**config.mk**
```make
export PLATFORM = sky130hd
export DESIGN_NAME = drac_tile_reset_seq_flat
export DESIGN_NICKNAME = d
export VERILOG_FILES = /design/src/rtl/drac_pkg.sv /design/src/rtl/drac_tile_reset_seq_if.sv /design/src/rtl/drac_rst_stage_cnt.sv /design/src/rtl/drac_tile_reset_seq.sv /design/src/flat_wrapper.sv
export SDC_FILE = /design/constraint.sdc
export NUM_CORES = 1
export LEC_CHECK = 0
export ABC_AREA = 1
export CAP_MARGIN = 25
export CORE_MARGIN = 2
export CORE_UTILIZATION = 50
export DETAILED_ROUTE_END_ITERATION = 10
export GPL_ROUTABILITY_DRIVEN = 0
export GPL_TIMING_DRIVEN = 0
export PLACE_DENSITY = 0.69
export SLEW_MARGIN = 20
export SYNTH_ARGS = -nofsm -noshare
export SYNTH_HDL_FRONTEND = slang
export SYNTH_SLANG_ARGS = --single-unit
export TNS_END_PERCENT = 20
```
**constraint.sdc**
```tcl
create_clock -name clk_i -period 4.15 [get_ports clk_i]
set_input_delay 0.6225 -clock clk_i [delete_from_list [all_inputs] [get_ports clk_i]]
set_output_delay 0.6225 -clock clk_i [all_outputs]
set_load 0.01 [all_outputs]
```
**src/rtl/drac_pkg.sv**
```systemverilog
`default_nettype none
// ============================================================================
//  Module      : drac_pkg
//  Description : Shared types and default constants for the DRAC tile reset
//                sequencer: FSM state encoding and default parameter values.
//  Ports       : none (package)
//  Revision    : 1.0  initial release
// ============================================================================
package drac_pkg;

    // Default parameter values for the sequencer and its interface
    localparam int unsigned c_DEF_NUM_DOMAINS   = 3;
    localparam int unsigned c_DEF_WAKE_CNT_W    = 16;
    localparam int unsigned c_DEF_STAGE_GAP     = 4;
    localparam int unsigned c_DEF_DRAIN_TIMEOUT = 1024;

    // Sequencer state encoding
    typedef enum logic [2:0] {
        ST_WAKE    = 3'd0,
        ST_RELEASE = 3'd1,
        ST_RUN     = 3'd2,
        ST_DRAIN   = 3'd3,
        ST_ASSERT  = 3'd4
    } drac_state_e;

endpackage : drac_pkg
`default_nettype wire

```
**src/rtl/drac_tile_reset_seq_if.sv**
```systemverilog
`default_nettype none
// ============================================================================
//  Module      : drac_tile_reset_seq_if
//  Description : Control bundle between the tile and the reset sequencer.
//  Signals     : soft_rst_req_i  soft-reset request pulse (tile -> seq)
//                idle_i          per-domain quiescence flags (tile -> seq)
//                rst_n_o         per-domain active-low resets (seq -> tile)
//                soft_rst_ack_o  soft-reset assertion complete pulse
//                timeout_o       drain forced by timeout pulse
//  Modports    : master = tile side, slave = sequencer side
//  Revision    : 1.0  initial release
// ============================================================================
interface drac_tile_reset_seq_if
    import drac_pkg::*;
#(
    parameter int unsigned NumDomains = c_DEF_NUM_DOMAINS
);
    logic                  soft_rst_req_i;
    logic [NumDomains-1:0] idle_i;
    logic [NumDomains-1:0] rst_n_o;
    logic                  soft_rst_ack_o;
    logic                  timeout_o;

    modport master (
        output soft_rst_req_i,
        output idle_i,
        input  rst_n_o,
        input  soft_rst_ack_o,
        input  timeout_o
    );

    modport slave (
        input  soft_rst_req_i,
        input  idle_i,
        output rst_n_o,
        output soft_rst_ack_o,
        output timeout_o
    );
endinterface : drac_tile_reset_seq_if
`default_nettype wire

```
**src/rtl/drac_rst_stage_cnt.sv**
```systemverilog
`default_nettype none
// ============================================================================
//  Module      : drac_rst_stage_cnt
//  Description : Loadable down-counter timing the gap between domain releases
//                and the soft-reset hold time. Stops at zero.
//  Ports       : clk_i       clock
//                reset_l     asynchronous active-low reset
//                i_load      load i_load_val (has priority over i_dec)
//                i_load_val  value to load
//                i_dec       decrement by one while non-zero
//                o_cnt       current count
//                o_zero      count is zero
//  Revision    : 1.0  initial release
// ============================================================================
module drac_rst_stage_cnt #(
    parameter int unsigned Width = 2
) (
    input  wire logic             clk_i,
    input  wire logic             reset_l,
    input  wire logic             i_load,
    input  wire logic [Width-1:0] i_load_val,
    input  wire logic             i_dec,
    output logic      [Width-1:0] o_cnt,
    output logic                  o_zero
);

    logic [Width-1:0] r_cnt;
    logic             w_zero;

    assign w_zero = (r_cnt == '0);

    always_ff @(posedge clk_i or negedge reset_l) begin
        if (!reset_l) begin
            r_cnt <= '0;
        end else if (i_load) begin
            r_cnt <= i_load_val;
        end else if (i_dec && !w_zero) begin
            r_cnt <= r_cnt - 1'b1;
        end
    end

    assign o_cnt  = r_cnt;
    assign o_zero = w_zero;

endmodule : drac_rst_stage_cnt
`default_nettype wire

```
**src/rtl/drac_tile_reset_seq.sv**
```systemverilog
`default_nettype none
// ============================================================================
//  Module      : drac_tile_reset_seq
//  Description : Tile reset sequencer. After reset_l deasserts it waits a
//                wake-up period, then releases the reset domains one at a time
//                StageGap cycles apart. A soft-reset request drains the tile
//                (waits for all domains idle), holds every domain in reset for
//                StageGap cycles, acknowledges, and re-releases the domains.
//  Ports       : clk_i        clock
//                reset_l      asynchronous active-low reset
//                bus          drac_tile_reset_seq_if.slave control bundle
//                spc_grst_l   reset_l delayed by one clock
//  Options     : DRAC_RST_TIMEOUT_EN - when defined, a drain that has not seen
//                all domains idle after DrainTimeout cycles is forced into
//                reset and timeout_o pulses. Otherwise the drain waits forever.
//  Revision    : 1.0  initial release
// ============================================================================
module drac_tile_reset_seq
    import drac_pkg::*;
#(
    parameter int unsigned NumDomains   = c_DEF_NUM_DOMAINS,
    parameter int unsigned WakeCntWidth = c_DEF_WAKE_CNT_W,
    parameter int unsigned StageGap     = c_DEF_STAGE_GAP,
    parameter int unsigned DrainTimeout = c_DEF_DRAIN_TIMEOUT
) (
    input  wire logic             clk_i,
    input  wire logic             reset_l,
    drac_tile_reset_seq_if.slave  bus,
    output logic                  spc_grst_l
);

    localparam int unsigned c_IDX_W  = (NumDomains > 1) ? $clog2(NumDomains) : 1;
    localparam int unsigned c_GAP_W  = (StageGap > 1) ? $clog2(StageGap) : 1;
    localparam logic [c_IDX_W-1:0]    c_LAST_IDX = c_IDX_W'(NumDomains - 1);
    localparam logic [c_GAP_W-1:0]    c_GAP_LOAD = c_GAP_W'(StageGap - 1);
    localparam logic [NumDomains-1:0] c_DOM0     = NumDomains'(1);
    localparam logic                  c_ACK_ON_ENTRY = (StageGap == 1);

    drac_state_e              r_state;
    drac_state_e              w_state_nxt;
    logic [WakeCntWidth-1:0]  r_wake_cnt;
    logic                     w_wake_inc;
    logic [NumDomains-1:0]    r_rst_n;
    logic [NumDomains-1:0]    w_rst_n_nxt;
    logic [c_IDX_W-1:0]       r_dom_idx;
    logic [c_IDX_W-1:0]       w_dom_idx_nxt;
    logic                     r_sticky;
    logic                     w_sticky_nxt;
    logic                     r_ack;
    logic                     w_ack_nxt;
    logic                     r_grst;
    logic                     w_gap_load;
    logic                     w_gap_dec;
    logic [c_GAP_W-1:0]       w_gap_cnt;
    logic                     w_gap_zero;

`ifdef DRAC_RST_TIMEOUT_EN
    localparam int unsigned c_DRAIN_W = (DrainTimeout > 1) ? $clog2(DrainTimeout) : 1;
    localparam logic [c_DRAIN_W-1:0] c_DRAIN_LAST = c_DRAIN_W'(DrainTimeout - 1);

    logic [c_DRAIN_W-1:0] r_drain_cnt;
    logic                 w_drain_clr;
    logic                 w_drain_inc;
    logic                 r_timeout;
    logic                 w_timeout_nxt;
`endif

    // Shared gap timer: release spacing and soft-reset hold time
    drac_rst_stage_cnt #(
        .Width (c_GAP_W)
    ) u_gap_cnt (
        .clk_i      (clk_i),
        .reset_l    (reset_l),
        .i_load     (w_gap_load),
        .i_load_val (c_GAP_LOAD),
        .i_dec      (w_gap_dec),
        .o_cnt      (w_gap_cnt),
        .o_zero     (w_gap_zero)
    );

    // Next-state and registered-output decode
    always_comb begin
        w_state_nxt   = r_state;
        w_rst_n_nxt   = r_rst_n;
        w_dom_idx_nxt = r_dom_idx;
        w_wake_inc    = 1'b0;
        w_gap_load    = 1'b0;
        w_gap_dec     = 1'b0;
        w_ack_nxt     = 1'b0;
        // Requests outside RUN merge into a single pending request
        w_sticky_nxt  = r_sticky | bus.soft_rst_req_i;
`ifdef DRAC_RST_TIMEOUT_EN
        w_drain_clr   = 1'b0;
        w_drain_inc   = 1'b0;
        w_timeout_nxt = 1'b0;
`endif

        case (r_state)
            ST_WAKE: begin
                // Counter saturates once its MSB is set
                if (r_wake_cnt[WakeCntWidth-1]) begin
                    w_state_nxt   = ST_RELEASE;
                    w_rst_n_nxt   = c_DOM0;
                    w_dom_idx_nxt = '0;
                    w_gap_load    = 1'b1;
                end else begin
                    w_wake_inc    = 1'b1;
                end
            end

            ST_RELEASE: begin
                if (r_dom_idx == c_LAST_IDX) begin
                    w_state_nxt = ST_RUN;
                end else if (w_gap_zero) begin
                    // Released domains form a contiguous run of ones from bit 0
                    w_rst_n_nxt   = (r_rst_n << 1) | c_DOM0;
                    w_dom_idx_nxt = r_dom_idx + 1'b1;
                    w_gap_load    = 1'b1;
                end else begin
                    w_gap_dec     = 1'b1;
                end
            end

            ST_RUN: begin
                w_sticky_nxt = 1'b0;
                if (r_sticky || bus.soft_rst_req_i) begin
                    w_state_nxt = ST_DRAIN;
`ifdef DRAC_RST_TIMEOUT_EN
                    w_drain_clr = 1'b1;
`endif
                end
            end

            ST_DRAIN: begin
                if (&bus.idle_i) begin
                    w_state_nxt = ST_ASSERT;
                    w_rst_n_nxt = '0;
                    w_gap_load  = 1'b1;
                    w_ack_nxt   = c_ACK_ON_ENTRY;
                end
`ifdef DRAC_RST_TIMEOUT_EN
                else if (r_drain_cnt == c_DRAIN_LAST) begin
                    w_state_nxt   = ST_ASSERT;
                    w_rst_n_nxt   = '0;
                    w_gap_load    = 1'b1;
                    w_ack_nxt     = c_ACK_ON_ENTRY;
                    w_timeout_nxt = 1'b1;
                end else begin
                    w_drain_inc   = 1'b1;
                end
`endif
            end

            ST_ASSERT: begin
                if (w_gap_zero) begin
                    w_state_nxt   = ST_RELEASE;
                    w_rst_n_nxt   = c_DOM0;
                    w_dom_idx_nxt = '0;
                    w_gap_load    = 1'b1;
                end else begin
                    w_gap_dec     = 1'b1;
                    // Ack is registered, so raise it as the last hold cycle begins
                    w_ack_nxt     = (w_gap_cnt == c_GAP_W'(1));
                end
            end

            default: begin
                w_state_nxt = ST_WAKE;
                w_rst_n_nxt = '0;
            end
        endcase
    end

    always_ff @(posedge clk_i or negedge reset_l) begin
        if (!reset_l) begin
            r_state    <= ST_WAKE;
            r_wake_cnt <= '0;
            r_rst_n    <= '0;
            r_dom_idx  <= '0;
            r_sticky   <= 1'b0;
            r_ack      <= 1'b0;
        end else begin
            r_state    <= w_state_nxt;
            if (w_wake_inc) begin
                r_wake_cnt <= r_wake_cnt + 1'b1;
            end
            r_rst_n    <= w_rst_n_nxt;
            r_dom_idx  <= w_dom_idx_nxt;
            r_sticky   <= w_sticky_nxt;
            r_ack      <= w_ack_nxt;
        end
    end

`ifdef DRAC_RST_TIMEOUT_EN
    always_ff @(posedge clk_i or negedge reset_l) begin
        if (!reset_l) begin
            r_drain_cnt <= '0;
            r_timeout   <= 1'b0;
        end else begin
            if (w_drain_clr) begin
                r_drain_cnt <= '0;
            end else if (w_drain_inc) begin
                r_drain_cnt <= r_drain_cnt + 1'b1;
            end
            r_timeout <= w_timeout_nxt;
        end
    end

    assign bus.timeout_o = r_timeout;
`else
    assign bus.timeout_o = 1'b0;
`endif

    // Registered copy of the global reset for the chip-level bench
    always_ff @(posedge clk_i or negedge reset_l) begin
        if (!reset_l) begin
            r_grst <= 1'b0;
        end else begin
            r_grst <= 1'b1;
        end
    end

    assign spc_grst_l         = r_grst;
    assign bus.rst_n_o        = r_rst_n;
    assign bus.soft_rst_ack_o = r_ack;

endmodule : drac_tile_reset_seq
`default_nettype wire
```
**src/flat_wrapper.sv**
```systemverilog
// flat-port wrapper written by rule: the top's interface ports become plain ports
module drac_tile_reset_seq_flat import drac_pkg::*;
#(
    parameter int unsigned NumDomains   = c_DEF_NUM_DOMAINS,
    parameter int unsigned WakeCntWidth = c_DEF_WAKE_CNT_W,
    parameter int unsigned StageGap     = c_DEF_STAGE_GAP,
    parameter int unsigned DrainTimeout = c_DEF_DRAIN_TIMEOUT
)
  (clk_i, reset_l, spc_grst_l, bus_soft_rst_req_i, bus_idle_i, bus_rst_n_o, bus_soft_rst_ack_o, bus_timeout_o);
  drac_tile_reset_seq_if #(.NumDomains(NumDomains)) bus_i ();
  input  wire logic clk_i;
  input  wire logic reset_l;
  output logic spc_grst_l;
  input wire logic [$bits(bus_i.soft_rst_req_i)-1:0] bus_soft_rst_req_i;
  input wire logic [$bits(bus_i.idle_i)-1:0] bus_idle_i;
  output wire logic [$bits(bus_i.rst_n_o)-1:0] bus_rst_n_o;
  output wire logic [$bits(bus_i.soft_rst_ack_o)-1:0] bus_soft_rst_ack_o;
  output wire logic [$bits(bus_i.timeout_o)-1:0] bus_timeout_o;
  assign bus_i.soft_rst_req_i = bus_soft_rst_req_i;
  assign bus_i.idle_i = bus_idle_i;
  assign bus_rst_n_o = bus_i.rst_n_o;
  assign bus_soft_rst_ack_o = bus_i.soft_rst_ack_o;
  assign bus_timeout_o = bus_i.timeout_o;
  drac_tile_reset_seq #(.NumDomains(NumDomains), .WakeCntWidth(WakeCntWidth), .StageGap(StageGap), .DrainTimeout(DrainTimeout)) u_core (.clk_i(clk_i), .reset_l(reset_l), .bus(bus_i), .spc_grst_l(spc_grst_l));
endmodule
```
==> results_dict.tcl, run 1 <==
set metrics [dict create \
    rsz0062_at_grt "no" \
    die-area_um2 3780 \
    ys_seq_elements 29 \
    yosysUniqueCellTypes 28 \
    rows 20 \
    clock_skew_ns 0.0129 \
    syn_nets 219 \
    reg2reg_slack_ns 2.48 \
    crit_buf_inv 1 \
    ant_nets 0 \
    post-route-util_pct 59.8 \
    overflow 0 \
    path_delay_family "buffers and inverters" \
    root_buffer "clkbuf_4" \
    fin_crit_ns 1.89 \
    cp-end-kind "output port" \
    track_usage_pct 18.0 \
    worstMarginPinSlew_ns 0.637 \
    seq_area_um2 726 \
    die_w_um 61.5 \
    cp-start-kind "flip-flop" \
    synth_edf_count 0 \
    hp-class "input port to async pin" \
    drt-vias-per-instance 5.01 \
    clkSinkCount 29 \
    die_h_um 61.5 \
    max_stage_delay_ns 0.54 \
    htree_levels 2 \
    wl_per_cell_um 11.1 \
    power.density_nw_per_um2 566 \
    critPathRequiredTime_ns 3.53 \
    worstPathMaxFanout 3 \
    status "finished, final reports clean" \
    cp_num_cells 1 \
    avgSynthCellArea_um2 7.93 \
    yosysSeqAreaShare_pct 44.0 \
    whs_ns 0.298 \
    start_util_pct 53.2 \
    setup_violations 0 \
    drive_above_1_share_pct 10.6 \
    syn_inst 208 \
    slew_viol_final 0 \
    crit_chain "clkdlybuf4s50_1" \
    wl_mm 3.00 \
    path_clk_slew_ns 0.10 \
    leakagePower_uw 0.000927 \
    cp.arrival_ns 1.26 \
    dp_hpwl_mm 2.29 \
    layout_common_cells "nand2_1 (64), dfrtp_1 (29), inv_1 (23), nand3_1 (18), nor2_1 (18)" \
    cts_resized 0 \
    irDropWorstVdd_mv 0.206 \
    diodes 0 \
    syn_area_um2 1650 \
    fillers 308 \
    io_buffer_count 10 \
    rr_endpoint "u_core.bus.rst_n_o[0]" \
    area_delta_synth_final_pct 12.4 \
    antenna_found_initial 0 \
    final_cells 270 \
    first_global_vias 1212 \
    cts_hold_buffers 0 \
    grt_max_degree 30 \
    cts_tree "built" \
    grt_pass1_wl_mm 4.92 \
    vias 1353 \
    crit_path_top_delay_cell "clkdlybuf4s50_1" \
    io_pins 12 \
    hold_viol 0 \
    dp_cells 262 \
    cts_setup_buffers 0 \
    path_class "flip-flop to output port" \
    multiInputGateArea_um2 816 \
    cts_buffer_depth 2 \
    drt_iter0_drc 93 \
    timing.final.crit_share_pct 45.4 \
    clock_latency_ns 0.33 \
    cap_viol_max_count 0 \
    synthFlopType "dfrtp_1" \
    core_um2 3100 \
    fmax_mhz 530 \
    ys_async_sr_fraction_pct 100 \
    final_common_cell "nand2_1" \
    nets 236 \
    cts_inserted_buffers 5 \
    maxSlewHeadroom_pct 57.5 \
    firstDrtPassIters 4 \
    final.setup.tns_ns 0 \
    yosys_warnings 0 \
    reg2regPathDepth 9 \
    r2r_start "u_core.u_gap_cnt.o_cnt[0]" \
    route.detailed.drc 0 \
]
logic make-up after synthesis:
| family | count (synthesis) | share of synthesized area (%) |
|---|---|---|
| simple gates | 126 | 36.9 |
| xor+xnor | 8 | 4.25 |
| flops | 29 | 44.0 |
| fa+ha+maj | 5 | 3.79 |
| compound gates | 12 | 4.02 |
| buf+inv | 26 | 6.60 |
| other cells | 2 | 0.455 |
synth_stat cells (2+ instances only):
master    instances  area [um^2]
ha_1              5         62.6
nand2_1          64          240
nor2_4            2         22.5
nand3_2           3         30.0
nor3_1            3         15.0
xor2_1            6         52.6
nand3_1          18         90.1
dfrtp_1          29          726
xnor2_1           2         17.5
o21ai_0           9         45.0
nand4_1           7         43.8
inv_1            23         86.3
conb_1            2         7.51
nor2_1           18         67.6
nand2_2           2         12.5
nand3b_1          3         22.5
report_power, final:
group / total, uW / switching (uW) / internal (uW)
combinational: 467 / 301 / 165
sequential: 417 / 65.0 / 352
clock: 167 / 103 / 63.7
total: 1050 / 469 / 582
layer usage:
layer | global-route usage, % | vias up | part of all wire [%]
met1 | 20.5 | 630 | 44
li1 | - | 695 | -
met2 | 30.9 | 21 | 50
met5 | 0 | - | 0
met4 | 8.51 | 0 | 1.9
met3 | 5.67 | 7 | 4.1
layout make-up:
| type | count | area share (%) |
|---|---|---|
| well taps | 44 | 2.97 |
| plain buffers | 2 | 1.01 |
| clock inverters | 3 | 0.944 |
| flip-flops and latches | 29 | 39.1 |
| inverters | 24 | 4.86 |
| clock buffers | 5 | 2.02 |
| multi-input cells | 153 | 44.0 |
| repair buffers | 10 | 5.12 |
worst max path at each step:
stage,start,endpoint
after floorplan,u_core.u_gap_cnt.o_cnt[0],u_core.bus.rst_n_o[0]
after global placement,reset_l,u_core.r_wake_cnt[9]
after detailed placement,bus_idle_i[2],u_core.bus.rst_n_o[0]
after CTS,u_core.bus.rst_n_o[1],bus_rst_n_o[1]
after global routing,u_core.bus.rst_n_o[0],bus_rst_n_o[0]
final,u_core.bus.rst_n_o[1],bus_rst_n_o[1]
registers in the layout (all words and copies together), names as in the netlist:
name,cells
u_core.r_sticky,1
u_core.r_state,3
u_core.r_dom_idx,2
u_core.spc_grst_l,1
u_core.bus.rst_n_o,3
u_core.bus.soft_rst_ack_o,1
u_core.r_wake_cnt,16
u_core.u_gap_cnt.o_cnt,2
per-stage QoR:
stage | cell area (um^2) | total power (uW) | setup WS, ns
6_report | 1860 | 1050 | 2.26
5_1_grt | 1860 | 1150 | 2.20
4_1_cts | 1860 | 1060 | 2.24
3_5_place_dp | 1800 | 886 | 2.31
3_3_place_gp | 1810 | 862 | 1.98
2_1_floorplan | 1650 | 769 | 2.75
No activity file was read; power rests on OpenSTA's default activity.
==> run 2, diff against run 1 <==
- PLACE_DENSITY: 0.69 -> 0.71
- clock period: 4.15 -> 1.55 ns (I/O delays scaled with it)
==> run 2 against run 1 <==
  * Core utilization up 1.8 points
  * Final area increased by 3.0%
  * Combinational power increased to 3.0 times the previous value
  * Non-clock buffer count grew 3
  * Largest cell class unchanged
==> results_dict.tcl, run 2 (same netlist as run 1, synthesis figures left out) <==
set metrics [dict create \
    critPathRequiredTime_ns 1.77 \
    cts_buffer_depth 2 \
    area_delta_synth_final_pct 15.8 \
    first_global_vias 1338 \
    wl_mm 3.17 \
    maxSlewHeadroom_pct 57.0 \
    fmax_mhz 671 \
    clock_skew_ns 0.00828 \
    drt_iter0_drc 61 \
    die_h_um 61.5 \
    dp_hpwl_mm 2.35 \
    rows 20 \
    cp.arrival_ns 1.71 \
    slew_viol_final 0 \
    hp-class "input port to async pin" \
    whs_ns 0.456 \
    dp_cells 262 \
    layout_common_cells "nand2_1 (62), dfrtp_1 (29), inv_1 (19), nand3_1 (18), nor2_1 (17)" \
    hold_viol 0 \
    track_usage_pct 20.2 \
    nets 239 \
    cap_viol_max_count 0 \
    wl_per_cell_um 11.6 \
    largest_reg_flops 16 \
    grt_pass1_wl_mm 5.45 \
    firstDrtPassIters 4 \
    path_clk_slew_ns 0.09 \
    route.detailed.drc 0 \
    cts_tree "built" \
    cp-start-kind "flip-flop" \
    die-area_um2 3780 \
    status "finished, final reports clean" \
    clkSinkCount 29 \
    regMostFlops "u_core.r_wake_cnt" \
    path_class "flip-flop to flip-flop" \
    root_buffer "clkbuf_4" \
    ant_nets 0 \
    cts_inserted_buffers 5 \
    io_buffer_count 10 \
    rsz0062_at_grt "yes" \
    htree_levels 2 \
    io_pins 12 \
    worstPathMaxFanout 6 \
    drt-vias-per-instance 5.17 \
    diodes 0 \
    cp-end-kind "flip-flop" \
    die_w_um 61.5 \
    clock_latency_ns 0.32 \
    power.density_nw_per_um2 1560 \
    final_common_cell "nand2_1" \
    setup_violations 0 \
    irDropWorstVdd_mv 0.787 \
    antenna_found_initial 0 \
    core_um2 3100 \
    start_util_pct 53.2 \
    leakagePower_uw 0.000948 \
    grt_max_degree 30 \
    fin_crit_ns 1.49 \
    timing.final.crit_share_pct 96.2 \
    worstMarginPinSlew_ns 0.645 \
    drive_above_1_share_pct 14.0 \
    vias 1405 \
    overflow 0 \
    final_cells 272 \
]
-- run 2: final cells by class --
cell class	instances	area, um^2
multi-input combinational	153	843
sequential	29	726
tap	44	55.1
buffer	2	18.8
fill	293	1190
timing repair buffer	13	123
clock buffer	7	55.1
inverter	24	90.1
-- run 2: what timing repair did --
item / in CTS / in global routing
hold buffers: 1 / 0
hold endpoints to repair: 29 / 0
setup buffers: 0 / 2
gates resized for setup: 2 / 10
setup endpoints to repair: 5 / 12
pin swaps: 1 / 2
-- run 2: where the power goes --
part | switching (uW) | internal (uW)
Clock | 251 | 214
Sequential | 176 | 944
Combinational | 894 | 499
Total | 1320 | 1660
-- run 2: worst paths after layout --
| kind | from | endpoint | slack, ns | cells after the start |
|---|---|---|---|---|
| setup / recovery | u_core.u_gap_cnt.o_cnt[0] | u_core.bus.rst_n_o[2] | 0.06 | 9 |
| hold / removal | reset_l | u_core.u_gap_cnt.o_cnt[1] | 0.46 | 2 |
| setup reg to reg | u_core.u_gap_cnt.o_cnt[0] | u_core.bus.rst_n_o[2] | 0.06 | 9 |
| hold reg to reg | u_core.bus.rst_n_o[2] | u_core.bus.rst_n_o[2] | 0.49 | 2 |
| max in group asynchronous | reset_l | u_core.r_wake_cnt[8] | 0.67 | 2 |
| min in group clk_i | u_core.bus.rst_n_o[2] | u_core.bus.rst_n_o[2] | 0.49 | 2 |
-- run 2: worst max-delay path: stages, from the launching register on --
cell,delay (ns)
dfrtp_1,0.42
inv_2,0.08
ha_2,0.20
inv_2,0.07
nand3_4,0.10
nand2_2,0.10
nor2_4,0.21
nand2_2,0.09
nand2_1,0.07
nand2_1,0.05
-- run 2: metrics by stage --
step,TNS [ns],total power (uW),setup slack [ns],cell area (um^2),util (%)
after CTS,0,2900,0.0116,1870,60.4
after floorplan,0,2060,0.149,1650,-
after global placement,-6.46,2300,-0.222,1810,58.2
after detailed placement,-0.385,2400,-0.0817,1800,58.0
after global routing,-0.185,3250,-0.0312,1910,61.6
final,0,2980,0.0596,1910,61.6
-- run 2: metal layers --
layer | track usage, % | routed length, um
met5 | 0 | 0
met4 | 8.51 | 58
met3 | 6.51 | 151
met2 | 36.0 | 1650
met1 | 22.0 | 1310
==> run 3, diff against run 2 <==
- CORE_UTILIZATION: 50 -> 52
- PLACE_DENSITY: 0.71 -> 0.74
==> run 3 against run 2 <==
  * Sequential share of layout area up 0.23 points
  * Clock-buffer cell count unchanged
  * Highest routed layer unchanged
  * Final area down 0.59%
  * Total power down 1.4%
  * Setup slack worse by 0.0070 ns
  * Flip-flop and latch count unchanged
==> results_dict.tcl, run 3 (same netlist as run 1, synthesis figures left out) <==
set metrics [dict create \
    status "finished, final reports clean" \
    final_cells 271 \
    worstMarginPinSlew_ns 0.611 \
    wl_mm 3.01 \
    irDropWorstVdd_mv 0.767 \
    crit_buf_inv 1 \
    route.detailed.drc 0 \
    stdcell_area_um2 1900 \
    final_common_cell "nand2_1" \
    p_sw_share_pct 43.7 \
    clock_skew_ns 0.00989 \
    firstDrtPassIters 4 \
    io_pins 12 \
    slew_viol_final 0 \
    nets 238 \
    htree_levels 2 \
    antenna_found_initial 0 \
    power.share.clock_pct 16.1 \
    die-area_um2 3640 \
    io_buffer_count 10 \
    regMostFlops "u_core.r_wake_cnt" \
    cap_viol_max_count 0 \
    clock_latency_ns 0.33 \
    post-route-util_pct 62.7 \
    start_util_pct 54.5 \
    cts_inserted_buffers 5 \
    power_frac_comb_pct 45.5 \
    timing.final.crit_share_pct 96.6 \
    p_seq_share_pct 38.4 \
    rr_endpoint "u_core.r_wake_cnt[7]" \
    core_um2 3030 \
    path_class "flip-flop to output port" \
    routed-wl-met2_mm 1.47 \
    path_clk_slew_ns 0.09 \
    reg2reg_slack_ns 0.10 \
    cts_tree "built" \
    first_global_vias 1275 \
    setup_violations 0 \
    dp_cells 262 \
    met3WireLength_um 129 \
    diodes 0 \
    clkSinkCount 29 \
    power_uw 2940 \
    layout_common_cells "nand2_1 (62), dfrtp_1 (29), inv_1 (20), nand3_1 (18), nor2_1 (17)" \
    grt_max_degree 30 \
    grt_pass1_wl_mm 5.26 \
    overflow 0 \
    fmax_mhz 668 \
    p_int_uw 1650 \
    rows 20 \
    dpl_cell_area_um2 1800 \
    die_h_um 60.3 \
    wl_per_cell_um 11.1 \
    path_delay_family "buffers and inverters" \
    hold_viol 0 \
    cts_buffer_depth 2 \
    ant_nets 0 \
    top_layer "met4" \
    max_stage_delay_ns 0.54 \
    whs_ns 0.436 \
    dp_hpwl_mm 2.21 \
    area_delta_synth_final_pct 15.1 \
    leakagePower_uw 0.000934 \
    drive_above_1_share_pct 13.7 \
    critPathRequiredTime_ns 1.32 \
    drt_iter0_drc 76 \
    reg2regPathDepth 7 \
    wl_met1_mm 1.36 \
    drt-vias-per-instance 4.97 \
    hp-class "input port to async pin" \
    track_usage_pct 19.6 \
    maxSlewHeadroom_pct 59.3 \
    die_w_um 60.3 \
    crit_path_top_delay_cell "clkdlybuf4s50_1" \
    worstPathMaxFanout 3 \
    root_buffer "clkbuf_4" \
    largest_reg_flops 16 \
    r2r_start "u_core.r_state[0]" \
    cp-end-kind "output port" \
    fin_crit_ns 1.50 \
    cp.arrival_ns 1.26 \
    power.density_nw_per_um2 1550 \
    vias 1347 \
    switchingPower_uw 1280 \
    crit_chain "clkdlybuf4s50_1" \
    cp-start-kind "flip-flop" \
]
==> run 3: cell types whose count changed in the layout (fill, tap and decap cells not counted), sizes merged <==
cell and delta:
buf -1, clkdlybuf4s50 +1, dlymetal6s2s -1
==> run 3: what timing repair did <==
item                       in CTS  in global routing
setup buffers                   0                  1
hold buffers                    1                  0
setup endpoints to repair       5                 11
gates resized for setup         1                  9
pin swaps                       0                  1
hold endpoints to repair       29                  0
==> run 3: worst max-delay path by stage <==
stage,depth (start not counted),startpoint,end
floorplan,9,u_core.u_gap_cnt.o_cnt[0],u_core.bus.rst_n_o[0]
global placement,1,reset_l,u_core.bus.rst_n_o[2]
detailed placement,9,u_core.u_gap_cnt.o_cnt[0],u_core.bus.rst_n_o[1]
CTS,9,u_core.u_gap_cnt.o_cnt[0],u_core.bus.rst_n_o[1]
global route,9,u_core.u_gap_cnt.o_cnt[0],u_core.bus.rst_n_o[1]
finish,1,u_core.bus.rst_n_o[1],bus_rst_n_o[1]
==> run 3: power groups by stage <==
stage | registers [uW] | clock network, uW | logic, uW
3_5_place_dp | 1140 | 0 | 1230
2_1_floorplan | 1110 | 0 | 950
3_3_place_gp | 1130 | 0 | 1200
4_1_cts | 1120 | 485 | 1260
5_1_grt | 1150 | 522 | 1530
6_report | 1130 | 472 | 1340
==> run 3: metal layers <==
| layer | vias up | GRT usage [%] |
|---|---|---|
| met4 | 0 | 11.7 |
| met2 | 30 | 32.0 |
| met3 | 7 | 3.84 |
| met1 | 606 | 24.1 |
| li1 | 704 | - |
| met5 | - | 0 |
==> run 3: cell type report <==
type / count / area, um^2
Tap cell: 44 / 55.1
Fill cell: 282 / 1130
Buffer: 2 / 18.8
Inverter: 24 / 90.1
Sequential cell: 29 / 726
Clock buffer: 7 / 55.1
Timing Repair Buffer: 12 / 113
Multi-Input combinational cell: 153 / 842
==> run 3: per-stage QoR <==
stage	TNS (ns)	setup WS [ns]
floorplan	0	0.149
global placement	-6.40	-0.215
detailed placement	-0.205	-0.0442
CTS	0	0.0152
global route	-0.00131	-0.00131
finish	0	0.0526
